## src/rtl/seven_seg_arbiter.sv

```systemverilog
// seven_seg_arbiter
//   Two-requester round-robin arbiter in front of a seven-segment display
//   controller. A granted requester owns the display for at least
//   HOLD_CYCLES cycles; during that window only the owner may refresh the
//   value, and each refresh restarts the window. After the window expires
//   the arbiter returns to IDLE and keeps showing the last value.
//
// Parameters
//   HOLD_CYCLES  minimum number of cycles an owner keeps the display (1..2^32-1)
//
// Ports
//   clk_in       sole clock, rising edge
//   rst_in       synchronous active-high reset
//   req0_valid   requester 0 offers req0_val
//   req0_val     requester 0 value (8 hex nibbles)
//   req0_ready   arbiter accepts requester 0 this cycle (combinational)
//   req1_valid   requester 1 offers req1_val
//   req1_val     requester 1 value
//   req1_ready   arbiter accepts requester 1 this cycle (combinational)
//   val_out      registered value for the seven-segment controller
//   owner_out    registered index of the requester that wrote val_out
//   disp_en_out  registered; 0 until the first accepted transfer, then 1
//   update_out   registered one-cycle pulse per accepted transfer
module seven_seg_arbiter #(
  parameter logic [31:0] HOLD_CYCLES = 32'd50_000_000
) (
  input  logic        clk_in,
  input  logic        rst_in,
  input  logic        req0_valid,
  input  logic [31:0] req0_val,
  output logic        req0_ready,
  input  logic        req1_valid,
  input  logic [31:0] req1_val,
  output logic        req1_ready,
  output logic [31:0] val_out,
  output logic        owner_out,
  output logic        disp_en_out,
  output logic        update_out
);

  typedef enum logic [0:0] {
    ST_IDLE = 1'b0,
    ST_HOLD = 1'b1
  } state_t;

  localparam logic [31:0] TERM_CNT = HOLD_CYCLES - 32'd1;

  state_t      state_r;
  state_t      state_nxt_s;
  logic [31:0] cnt_r;
  logic [31:0] cnt_nxt_s;
  logic        last_r;
  logic        last_nxt_s;
  logic [31:0] val_nxt_s;
  logic        owner_nxt_s;
  logic        disp_en_nxt_s;
  logic        update_nxt_s;
  logic        eff_last_s;
  logic        rdy0_s;
  logic        rdy1_s;
  logic        xfer0_s;
  logic        xfer1_s;

  // Grant decode: owner-only in HOLD, round-robin in IDLE (and while in reset).
  always_comb begin
    rdy0_s     = 1'b0;
    rdy1_s     = 1'b0;
    // Reset presents the IDLE view with the reset value of last, so the
    // handshake seen by requesters is consistent with the post-reset grant.
    eff_last_s = rst_in ? 1'b1 : last_r;
    if ((state_r == ST_HOLD) && !rst_in) begin
      if (owner_out == 1'b0) begin
        rdy0_s = 1'b1;
      end else begin
        rdy1_s = 1'b1;
      end
    end else begin
      case ({req1_valid, req0_valid})
        2'b01:   rdy0_s = 1'b1;
        2'b10:   rdy1_s = 1'b1;
        2'b11: begin
          // Tie goes to the requester that was not granted last.
          if (eff_last_s == 1'b1) begin
            rdy0_s = 1'b1;
          end else begin
            rdy1_s = 1'b1;
          end
        end
        default: begin
          rdy0_s = 1'b0;
          rdy1_s = 1'b0;
        end
      endcase
    end
  end

  assign req0_ready = rdy0_s;
  assign req1_ready = rdy1_s;
  assign xfer0_s    = req0_valid & rdy0_s;
  assign xfer1_s    = req1_valid & rdy1_s;

  // Next-state and next-output computation; a transfer outranks hold expiry.
  always_comb begin
    state_nxt_s   = state_r;
    cnt_nxt_s     = cnt_r;
    last_nxt_s    = last_r;
    val_nxt_s     = val_out;
    owner_nxt_s   = owner_out;
    disp_en_nxt_s = disp_en_out;
    update_nxt_s  = 1'b0;
    if (xfer0_s || xfer1_s) begin
      state_nxt_s   = ST_HOLD;
      cnt_nxt_s     = 32'd0;
      last_nxt_s    = xfer1_s;
      owner_nxt_s   = xfer1_s;
      val_nxt_s     = xfer1_s ? req1_val : req0_val;
      disp_en_nxt_s = 1'b1;
      update_nxt_s  = 1'b1;
    end else begin
      case (state_r)
        ST_HOLD: begin
          if (cnt_r == TERM_CNT) begin
            state_nxt_s = ST_IDLE;
            cnt_nxt_s   = 32'd0;
          end else begin
            cnt_nxt_s = cnt_r + 32'd1;
          end
        end
        ST_IDLE: begin
          cnt_nxt_s = 32'd0;
        end
        default: begin
          state_nxt_s = ST_IDLE;
          cnt_nxt_s   = 32'd0;
        end
      endcase
    end
  end

  // State and output registers; reset discards any same-cycle handshake.
  always_ff @(posedge clk_in) begin
    if (rst_in) begin
      state_r     <= ST_IDLE;
      cnt_r       <= 32'd0;
      last_r      <= 1'b1;
      val_out     <= 32'd0;
      owner_out   <= 1'b0;
      disp_en_out <= 1'b0;
      update_out  <= 1'b0;
    end else begin
      state_r     <= state_nxt_s;
      cnt_r       <= cnt_nxt_s;
      last_r      <= last_nxt_s;
      val_out     <= val_nxt_s;
      owner_out   <= owner_nxt_s;
      disp_en_out <= disp_en_nxt_s;
      update_out  <= update_nxt_s;
    end
  end

endmodule

```

## config.mk

```make
export PLATFORM = sky130hd
export DESIGN_NAME = seven_seg_arbiter
export DESIGN_NICKNAME = d
export VERILOG_FILES = /design/src/rtl/seven_seg_arbiter.sv
export SDC_FILE = /design/constraint.sdc
export NUM_CORES = 1
export LEC_CHECK = 0
export ABC_AREA = 1
export ABC_CLOCK_PERIOD_IN_PS = 3900
export CAP_MARGIN = 40
export CORE_UTILIZATION = 45
export CTS_CLUSTER_SIZE = 8
export DETAILED_ROUTE_END_ITERATION = 16
export GPL_TIMING_DRIVEN = 0
export PLACE_DENSITY_LB_ADDON = 0.1
export SLEW_MARGIN = 5
export SYNTH_ARGS = -nofsm -noshare
export SYNTH_HDL_FRONTEND = slang
export SYNTH_SLANG_ARGS = --single-unit
```

## constraint.sdc

```tcl
create_clock -name clk_in -period 3.9 [get_ports clk_in]
set_input_delay 0.78 -clock clk_in [delete_from_list [all_inputs] [get_ports clk_in]]
set_output_delay 0.78 -clock clk_in [all_outputs]
set_load 0.01 [all_outputs]
```

==> results of run 1 <==
==> metal layers <==
layer  vias to the layer above  wire [µm]
li1                       2041          -
met1                      1737       4322
met2                       128       4586
met3                        13        679
met4                         0        150
met5                         -          0
==> worst reg2reg max path, stage by stage, from the launching register on <==
cell	delay [ns]
dfxtp_1	0.39
ha_1	0.20
nand3_1	0.19
inv_1	0.15
nand2_1	0.15
nor3_1	0.50
nand2_1	0.12
nand2_1	0.08
nand2_1	0.04
inv_1	0.04
nor2_1	0.03
==> placed cells by master (no fill, tap or decap) <==
cell type,instances
nor3_2,1
nand3_1,19
nand3b_1,21
dfxtp_1,69
clkbuf_1,1
nand3_2,2
buf_6,2
clkbuf_8,11
nand2_2,2
o21ai_0,14
inv_2,2
nor3_1,14
buf_4,1
buf_1,4
nor2_1,103
inv_6,1
xnor2_1,7
a21oi_1,23
and3_1,2
nand3_4,1
clkdlybuf4s50_1,104
or2_1,1
ha_1,1
nand4_1,2
nand2_1,193
buf_2,12
xor2_1,13
bufinv_16,4
inv_1,92
==> power groups by stage <==
stage / clock, mW / sequential (mW) / combinational, mW
finish: 0.809 / 0.769 / 0.367
global route: 0.857 / 0.773 / 0.406
CTS: 0.819 / 0.769 / 0.371
detailed placement: 0 / 0.785 / 0.368
global placement: 0 / 0.784 / 0.362
floorplan: 0 / 0.801 / 0.156
==> cells by family (layout without fill, tap and decap cells) <==
| group | Yosys count | count (layout) |
|---|---|---|
| compound gates | 37 | 37 |
| xor+xnor | 20 | 20 |
| fa+ha+maj | 1 | 1 |
| buf+inv | 114 | 234 |
| flops | 69 | 69 |
| simple gates | 361 | 361 |
==> registers in the layout, indices dropped and copies added, names as in the netlist <==
signal and count:
cnt_r 32, val_out 32, disp_en_out 1, last_r 1
owner_out 1, state_r 1, update_out 1
==> through the flow <==
step | util | cell area (µm²)
after floorplan | - | 3741
after global placement | 0.6225 | 4910
after detailed placement | 0.6225 | 4910
after CTS | 0.6580 | 5190
after global routing | 0.6580 | 5190
final | 0.6580 | 5190
==> worst max-delay path by stage <==
stage / to / slack, ns / depth (start not counted)
after floorplan: req0_ready / 1.82 / 4
after global placement: req0_ready / 0.62 / 6
final: req0_ready / 0.53 / 6
after CTS: req0_ready / 0.56 / 6
after global routing: req0_ready / 0.39 / 6
after detailed placement: req0_ready / 0.57 / 6
==> cell type report <==
cell class	instances	area share
flip-flops and latches	69	0.2662
plain buffers	20	0.02097
repair buffers	104	0.2006
well taps	102	0.02459
clock inverters	5	0.02483
inverters	94	0.06798
clock buffers	11	0.02917
multi-input cells	419	0.3657
==> reports/metrics.cfg, run 1 <==
[hold_path]
whs_path_depth=2
hold_end=disp_en_out$_SDFFE_PP0P_
min_path_type=flop to flop
hold_start=disp_en_out$_SDFFE_PP0P_

[global_route]
track_usage=0.2295
antenna_found_initial=0
use_met3=0.05041
busiest_layer=met2
grt_pass1_wl_um=15600
grt_max_degree=13
met2_usage=0.3732
met1_usage=0.2939
grt_pass1_vias=3380
overflow=0

[detailed_routing]
vias_per_cell=4.756
num_vias=3919
drtIter0Drc=158
wl_per_cell_um=11.82
first_pass_iters=4
ant_nets=0
drc=0
wl_um=9739

[critical_path]
startpoint_type=input pin
cp_cell_sequence=clkdlybuf4s50_1, inv_2, nand2_2, nand3_1, o21ai_0, clkdlybuf4s50_1
crit_family=buffers and inverters
r2r_start=cnt_r[0]$_SDFF_PP0_
r2r-end=cnt_r[26]$_SDFF_PP0_
crit_path_start=rst_in
crit_top_cell=clkdlybuf4s50_1
cpMaxStageDelayCell=clkdlybuf4s50_1
required_ns=3.12
worstPathMaxFanout=7
critPathArrivalTime_ns=2.59
rrSetupSlack_ns=1.93
end_kind=output port
worstSetupPathType=input pin to output port
reg2reg_depth=10
path_buf_inv=3
cpPeakStageDelay_ns=0.65

[pwr]
p_leak_nw=2.314
p_total_mw=1.945
switching_share=0.2439
comb_power_share=0.189
power.density_nw_per_um2=374.7
p_sw_mw=0.4744
p_int_mw=1.471
ir_drop_v=0.0002178
power_frac_seq=0.395
clockPowerShare=0.416

[placement]
place_ws_ns=0.5693
dp_cells=808
place.gp.congestion=0.8974
io_buffers=104
dp_hpwl_um=7622

[die]
core.rowCount=32
core_area_um2=7888
die_w_um=93.18
initial_core_util=0.4743
die_area_um2=8683
dieHeight_um=93.18
ios=105

[yosys]
synth_edf_count=0
synth_xor_area_frac=0.04682
yosysMostFrequentCell=nand2_1
ys_seq_area_frac=0.3692
synth_top_area_frac=0.3692
ys_types=25
synthAdderAreaFrac=0.003344
synth_top_family_by_area=simple AND/OR/NAND/NOR gates
netlist_area_um2=3741
synth_ff_type=dfxtp_1
syn_area_per_cell_um2=6.214
ys_ff_latch=69
synth_cells=602
synthesis.nets=671
synthArstFlopShare=0
synth.largest_area_cell=dfxtp_1
synth-compound-area-share=0.04950
synth.top_cells.by_count=nand2_1, nor2_1, inv_1
synthTopCellsByArea=dfxtp_1, nand2_1, nor2_1, inv_1, nand3b_1
ys_warn_count=0
yosys-mux-area-fraction=0
synthSimpleGateAreaFrac=0.4077

[sta]
finalSetupViolCount=0
max_freq_mhz=296.8
slew_viol_final=0
finalHoldWorstSlack_ns=0.4786
skew_ns=0.01051
rsz0062_at_grt=no
worst_pin_slew_ns=0.5959
fin_ws_ns=0.5304
fin_crit_ns=3.370
hold_viol=0
post-route-period-util=0.8640
tns_ns=0
max_slew_margin=0.5997

[layout]
nNetsFinal=786
regArea_um2=1381
syn_to_final_growth_pct=38.73
drive_gt1_frac=0.05402
antenna_cells=0
multi_input_area_um2=1898
fillers=709
final_cells=824

[clocking]
clock_latency_ns=0.34
cts_setup_buffers=0
cts_resized=0
cts-buffers-inserted=9
cts-root-buf=clkbuf_8
cts_tree=built
cts_max_level=3
cts_sinks=69
clk_path_buf_depth=2
hold_buffers=0
path_clk_slew_ns=0.07

[outcome]
status=finished clean

[run]
cap_violations=0

No activity file was read; power rests on OpenSTA's default activity.
==> run 2: changes to the inputs <==
--- a/config.mk
+++ b/config.mk
@@ -8,6 +8,7 @@
 export ABC_AREA = 1
 export ABC_CLOCK_PERIOD_IN_PS = 3900
 export CAP_MARGIN = 40
+export CORE_ASPECT_RATIO = 1.4
 export CORE_UTILIZATION = 45
 export CTS_CLUSTER_SIZE = 8
 export DETAILED_ROUTE_END_ITERATION = 16
==> run 2 against run 1 <==
  * Critical path depth unchanged
  * Via count is 0.84% lower
  * Global-route usage grew 2.0 points
  * Clock power rose by 7.5%
  * Critical path type unchanged
  * Critical endpoint unchanged
  * Largest power group unchanged
==> reports/metrics.cfg, run 2 (synthesis gave the netlist of run 1 again) <==
[placement]
dp_hpwl_um=7897
dp_cells=808
place_ws_ns=0.6506
io_buffers=104
placed_area_um2=4910
place.gp.congestion=0.9562

[sta]
slew_viol_final=0
hold_viol=0
max_slew_margin=0.6544
rsz0062_at_grt=no
max_freq_mhz=304.6
finalSetupViolCount=0
finalHoldWorstSlack_ns=0.4566
worst_pin_slew_ns=0.5144
fin_ws_ns=0.6171
fin_crit_ns=3.283
skew_ns=0.004755
post-route-period-util=0.8418
tns_ns=0

[die]
ios=105
die_area_um2=8688
core.rowCount=39
dieHeight_um=109.9
initial_core_util=0.4618
die_w_um=79.06
core_area_um2=8100

[critical_path]
crit_top_cell=clkdlybuf4s50_1
end_kind=output port
cpMaxStageDelayCell=clkdlybuf4s50_1
worstSetupPathType=input pin to output port
cpPeakStageDelay_ns=0.57
path_buf_inv=3
rrSetupSlack_ns=1.97
critPathArrivalTime_ns=2.50
worstPathMaxFanout=7
required_ns=3.12
cp_cell_sequence=clkdlybuf4s50_1, inv_2, nand2_2, or2_1, o21ai_0, clkdlybuf4s50_1
startpoint_type=input pin
crit_family=buffers and inverters

[pwr]
p_leak_nw=2.325
comb_power_share=0.182
p_int_mw=1.500
p_sw_mw=0.5073
power.density_nw_per_um2=384.2
ir_drop_v=0.0002777
switching_share=0.2527
p_total_mw=2.008
power_frac_seq=0.384
clockPowerShare=0.433

[clocking]
clk_path_buf_depth=2
cts_setup_buffers=0
cts_tree=built
path_clk_slew_ns=0.06
hold_buffers=0
cts-buffers-inserted=9
cts_sinks=69
clock_latency_ns=0.34
cts_resized=0
cts_max_level=3
cts-root-buf=clkbuf_16

[layout]
largestRegisters=cnt_r x32, val_out x32
antenna_cells=0
syn_to_final_growth_pct=39.67
nNetsFinal=786
mostFrequentLayoutCell=nand2_1
postLayoutCoreUtil=0.6450
finalInstanceArea_um2=5225
drive_gt1_frac=0.05402
mostFrequentLayoutCells=nand2_1, clkdlybuf4s50_1, nor2_1
final_cells=824

[detailed_routing]
wl_um=10210
num_vias=3886
first_pass_iters=5
wl_per_cell_um=12.38
ant_nets=0
drtIter0Drc=180
drc=0
vias_per_cell=4.716

[global_route]
overflow=0
track_usage=0.2497
grt_pass1_wl_um=16470
antenna_found_initial=0
grt_max_degree=13
grt_pass1_vias=3703

[hold_path]
min_path_type=flop to flop

[run]
cap_violations=0

[outcome]
status=finished clean

-- run 2: changes by cell type in the layout (fill, tap and decap cells not counted), sizes merged --
cell | previous run | this run
clkinv | 0 | 3
bufinv | 4 | 2
clkbuf | 12 | 10
clkinvlp | 0 | 2
inv | 95 | 94
-- run 2: layout make-up --
cell class,count,area [µm²]
clock buffer,9,225.2
tap,102,127.6
sequential,69,1381
clock inverter,7,90.09
timing repair buffer,104,1041
multi-input combinational,419,1898
fill,781,2875
inverter,94,352.8
buffer,20,108.9
-- run 2: worst reg2reg max path, stage by stage (launching register included) --
cell and delay, ns:
dfxtp_1 0.37, ha_1 0.21, nand3_1 0.22, inv_1 0.17, nand2_1 0.15, nor3_1 0.40
nand2_1 0.11, nand2_1 0.07, nand2_1 0.05, inv_1 0.05, nor2_1 0.03
-- run 2: metal layers --
metal  up-vias  track usage  routed length, µm  share of wire
li1       2045            -                  -              -
met1      1707       0.2438               3871           0.38
met2       108       0.4649               5394           0.53
met3        26      0.07801                555          0.054
met4         0       0.1312                384          0.038
met5         -            0                  0              0
-- run 2: path summary, 6_finish.rpt --
path	from	end	depth (start not counted)
setup / recovery	rst_in	req0_ready	6
hold / removal	disp_en_out$_SDFFE_PP0P_	disp_en_out$_SDFFE_PP0P_	2
setup reg to reg	cnt_r[0]$_SDFF_PP0_	cnt_r[26]$_SDFF_PP0_	10
hold reg to reg	disp_en_out$_SDFFE_PP0P_	disp_en_out$_SDFFE_PP0P_	2
-- run 2: power groups by stage --
stage               combinational, mW  sequential (mW)  clock, mW
global route                    0.406            0.776      0.924
floorplan                       0.156            0.801          0
finish                          0.366            0.771      0.870
global placement                0.363            0.784          0
CTS                             0.370            0.771      0.884
detailed placement              0.367            0.785          0
==> run 3: changes to the inputs <==
--- a/config.mk
+++ b/config.mk
@@ -6,10 +6,10 @@
 export NUM_CORES = 1
 export LEC_CHECK = 0
 export ABC_AREA = 1
-export ABC_CLOCK_PERIOD_IN_PS = 3900
+export ABC_CLOCK_PERIOD_IN_PS = 2730
 export CAP_MARGIN = 40
 export CORE_ASPECT_RATIO = 1.4
-export CORE_UTILIZATION = 45
+export CORE_UTILIZATION = 44
 export CTS_CLUSTER_SIZE = 8
 export DETAILED_ROUTE_END_ITERATION = 16
 export GPL_TIMING_DRIVEN = 0
==> constraint.sdc (replaced) <==
create_clock -name clk_in -period 2.73 [get_ports clk_in]
set_input_delay 0.546 -clock clk_in [delete_from_list [all_inputs] [get_ports clk_in]]
set_output_delay 0.546 -clock clk_in [all_outputs]
set_load 0.01 [all_outputs]
==> run 3 against run 2 <==
  * First-iteration DRC count shrank 34%
  * Clock skew about the same
  * Setup slack got worse by 0.46 ns
  * Cell area is 0.38% lower
  * Count of clock-buffer cells in the layout rose by 3
  * Critical path depth down 2
  * Sequential power rose by 43%
  * Non-clock buffer count unchanged
==> reports/metrics.cfg, run 3 (synthesis gave the netlist of run 1 again) <==
[global_route]
antenna_found_initial=0
grt_max_degree=12
overflow=0
grt_pass1_vias=3891
track_usage=0.2549
grt_pass1_wl_um=17330

[critical_path]
worstSetupPathType=input pin to output port
required_ns=2.18
reg2reg_depth=9
worstPathMaxFanout=6
end_kind=output port
startpoint_type=input pin
cpPeakStageDelay_ns=0.63
crit_top_cell=clkdlybuf4s50_1
rrSetupSlack_ns=0.76
critPathArrivalTime_ns=2.02
cpMaxStageDelayCell=clkdlybuf4s50_1
cp_cell_sequence=clkdlybuf4s50_1, nand3_1, nand2_1, clkdlybuf4s50_1
r2r_start=cnt_r[0]$_SDFF_PP0_
r2r-end=cnt_r[26]$_SDFF_PP0_

[die]
die_w_um=79.93
ios=105
dieHeight_um=111.1
core.rowCount=39
initial_core_util=0.4563
die_area_um2=8880
core_area_um2=8198

[sta]
worst_pin_slew_ns=0.5923
fin_crit_ns=2.568
tns_ns=0
slew_viol_final=0
finalSetupViolCount=0
max_freq_mhz=389.4
fin_ws_ns=0.1618
rsz0062_at_grt=no
hold_viol=0
post-route-period-util=0.9407
skew_ns=0.004589
max_slew_margin=0.6030

[detailed_routing]
vias_per_cell=4.678
drtIter0Drc=118
wl_per_cell_um=12.46
wl_um=10270
first_pass_iters=5
ant_nets=0
drc=0
num_vias=3855

[clocking]
cts_setup_buffers=0
cts_max_level=3
cts-buffers-inserted=9
cts_sinks=69
clock_latency_ns=0.33
cts-root-buf=clkbuf_16
clk_path_buf_depth=2
hold_buffers=0
cts_tree=built
path_clk_slew_ns=0.06
cts_resized=1

[layout]
mostFrequentLayoutCell=nand2_1
syn_to_final_growth_pct=39.13
largestRegisters=cnt_r x32, val_out x32
drive_gt1_frac=0.05125
antenna_cells=0
nNetsFinal=786
mostFrequentLayoutCells=nand2_1, nor2_1, clkdlybuf4s50_1
finalInstanceArea_um2=5205

[pwr]
p_int_mw=2.078
switching_share=0.2529
comb_power_share=0.189
power.density_nw_per_um2=534.3
power_frac_seq=0.396
ir_drop_v=0.0003598
p_total_mw=2.781
clockPowerShare=0.415
p_leak_nw=2.329
p_sw_mw=0.7035

[placement]
place_ws_ns=-0.1088
dp_hpwl_um=7951
io_buffers=104
place.gp.congestion=0.8955
placed_area_um2=4910

[hold_path]
min_path_type=flop to flop
hold_start=disp_en_out$_SDFFE_PP0P_
hold_end=disp_en_out$_SDFFE_PP0P_
whs_path_depth=2

[outcome]
status=finished clean

[run]
cap_violations=0

==> run 3: area by class of cell <==
| class | count | area, µm² |
|---|---|---|
| Buffer | 20 | 108.9 |
| Clock buffer | 12 | 246.5 |
| Clock inverter | 4 | 47.55 |
| Fill cell | 795 | 2993 |
| Inverter | 94 | 352.8 |
| Multi-Input combinational cell | 419 | 1898 |
| Sequential cell | 69 | 1381 |
| Tap cell | 102 | 127.6 |
| Timing Repair Buffer | 104 | 1042 |
==> run 3: worst max path at each step <==
| stage | from | to | slack (ns) | cells after the start |
|---|---|---|---|---|
| 6_report | req1_valid | req1_ready | 0.16 | 4 |
| 3_3_place_gp | rst_in | req0_ready | -0.07 | 6 |
| 2_1_floorplan | rst_in | val_out[12]$_SDFFE_PP0P_ | 1.09 | 8 |
| 3_5_place_dp | rst_in | req0_ready | -0.11 | 6 |
| 4_1_cts | req1_valid | req0_ready | 0.007 | 7 |
| 5_1_grt | rst_in | req1_ready | 0.11 | 7 |
==> run 3: power by group through the flow <==
| stage | clock (mW) | sequential (mW) | combinational (mW) |
|---|---|---|---|
| finish | 1.15 | 1.10 | 0.524 |
| global route | 1.23 | 1.11 | 0.580 |
| CTS | 1.18 | 1.10 | 0.529 |
| detailed placement | 0 | 1.12 | 0.526 |
| global placement | 0 | 1.12 | 0.521 |
| floorplan | 0 | 1.14 | 0.224 |
==> run 3: worst max-delay path: cells and delay by family <==
kind / cells / cell delay (ns)
and+or+nand+nor: 2 / 0.28
buffers and inverters: 2 / 1.19
==> run 3: metrics by stage <==
stage	hold WS [ns]	instances	utilization
after floorplan	0.4260	602	-
after global placement	0.4421	808	0.5989
after detailed placement	0.4532	808	0.5989
after CTS	0.4647	824	0.6346
after global routing	0.4890	824	0.6349
final	0.4605	824	0.6349
==> run 3: layer usage <==
layer / wire length, µm / GRT usage
met4: 452 / 0.1333
met3: 492 / 0.08313
met5: 0 / 0
met2: 5413 / 0.4604
met1: 3906 / 0.2503
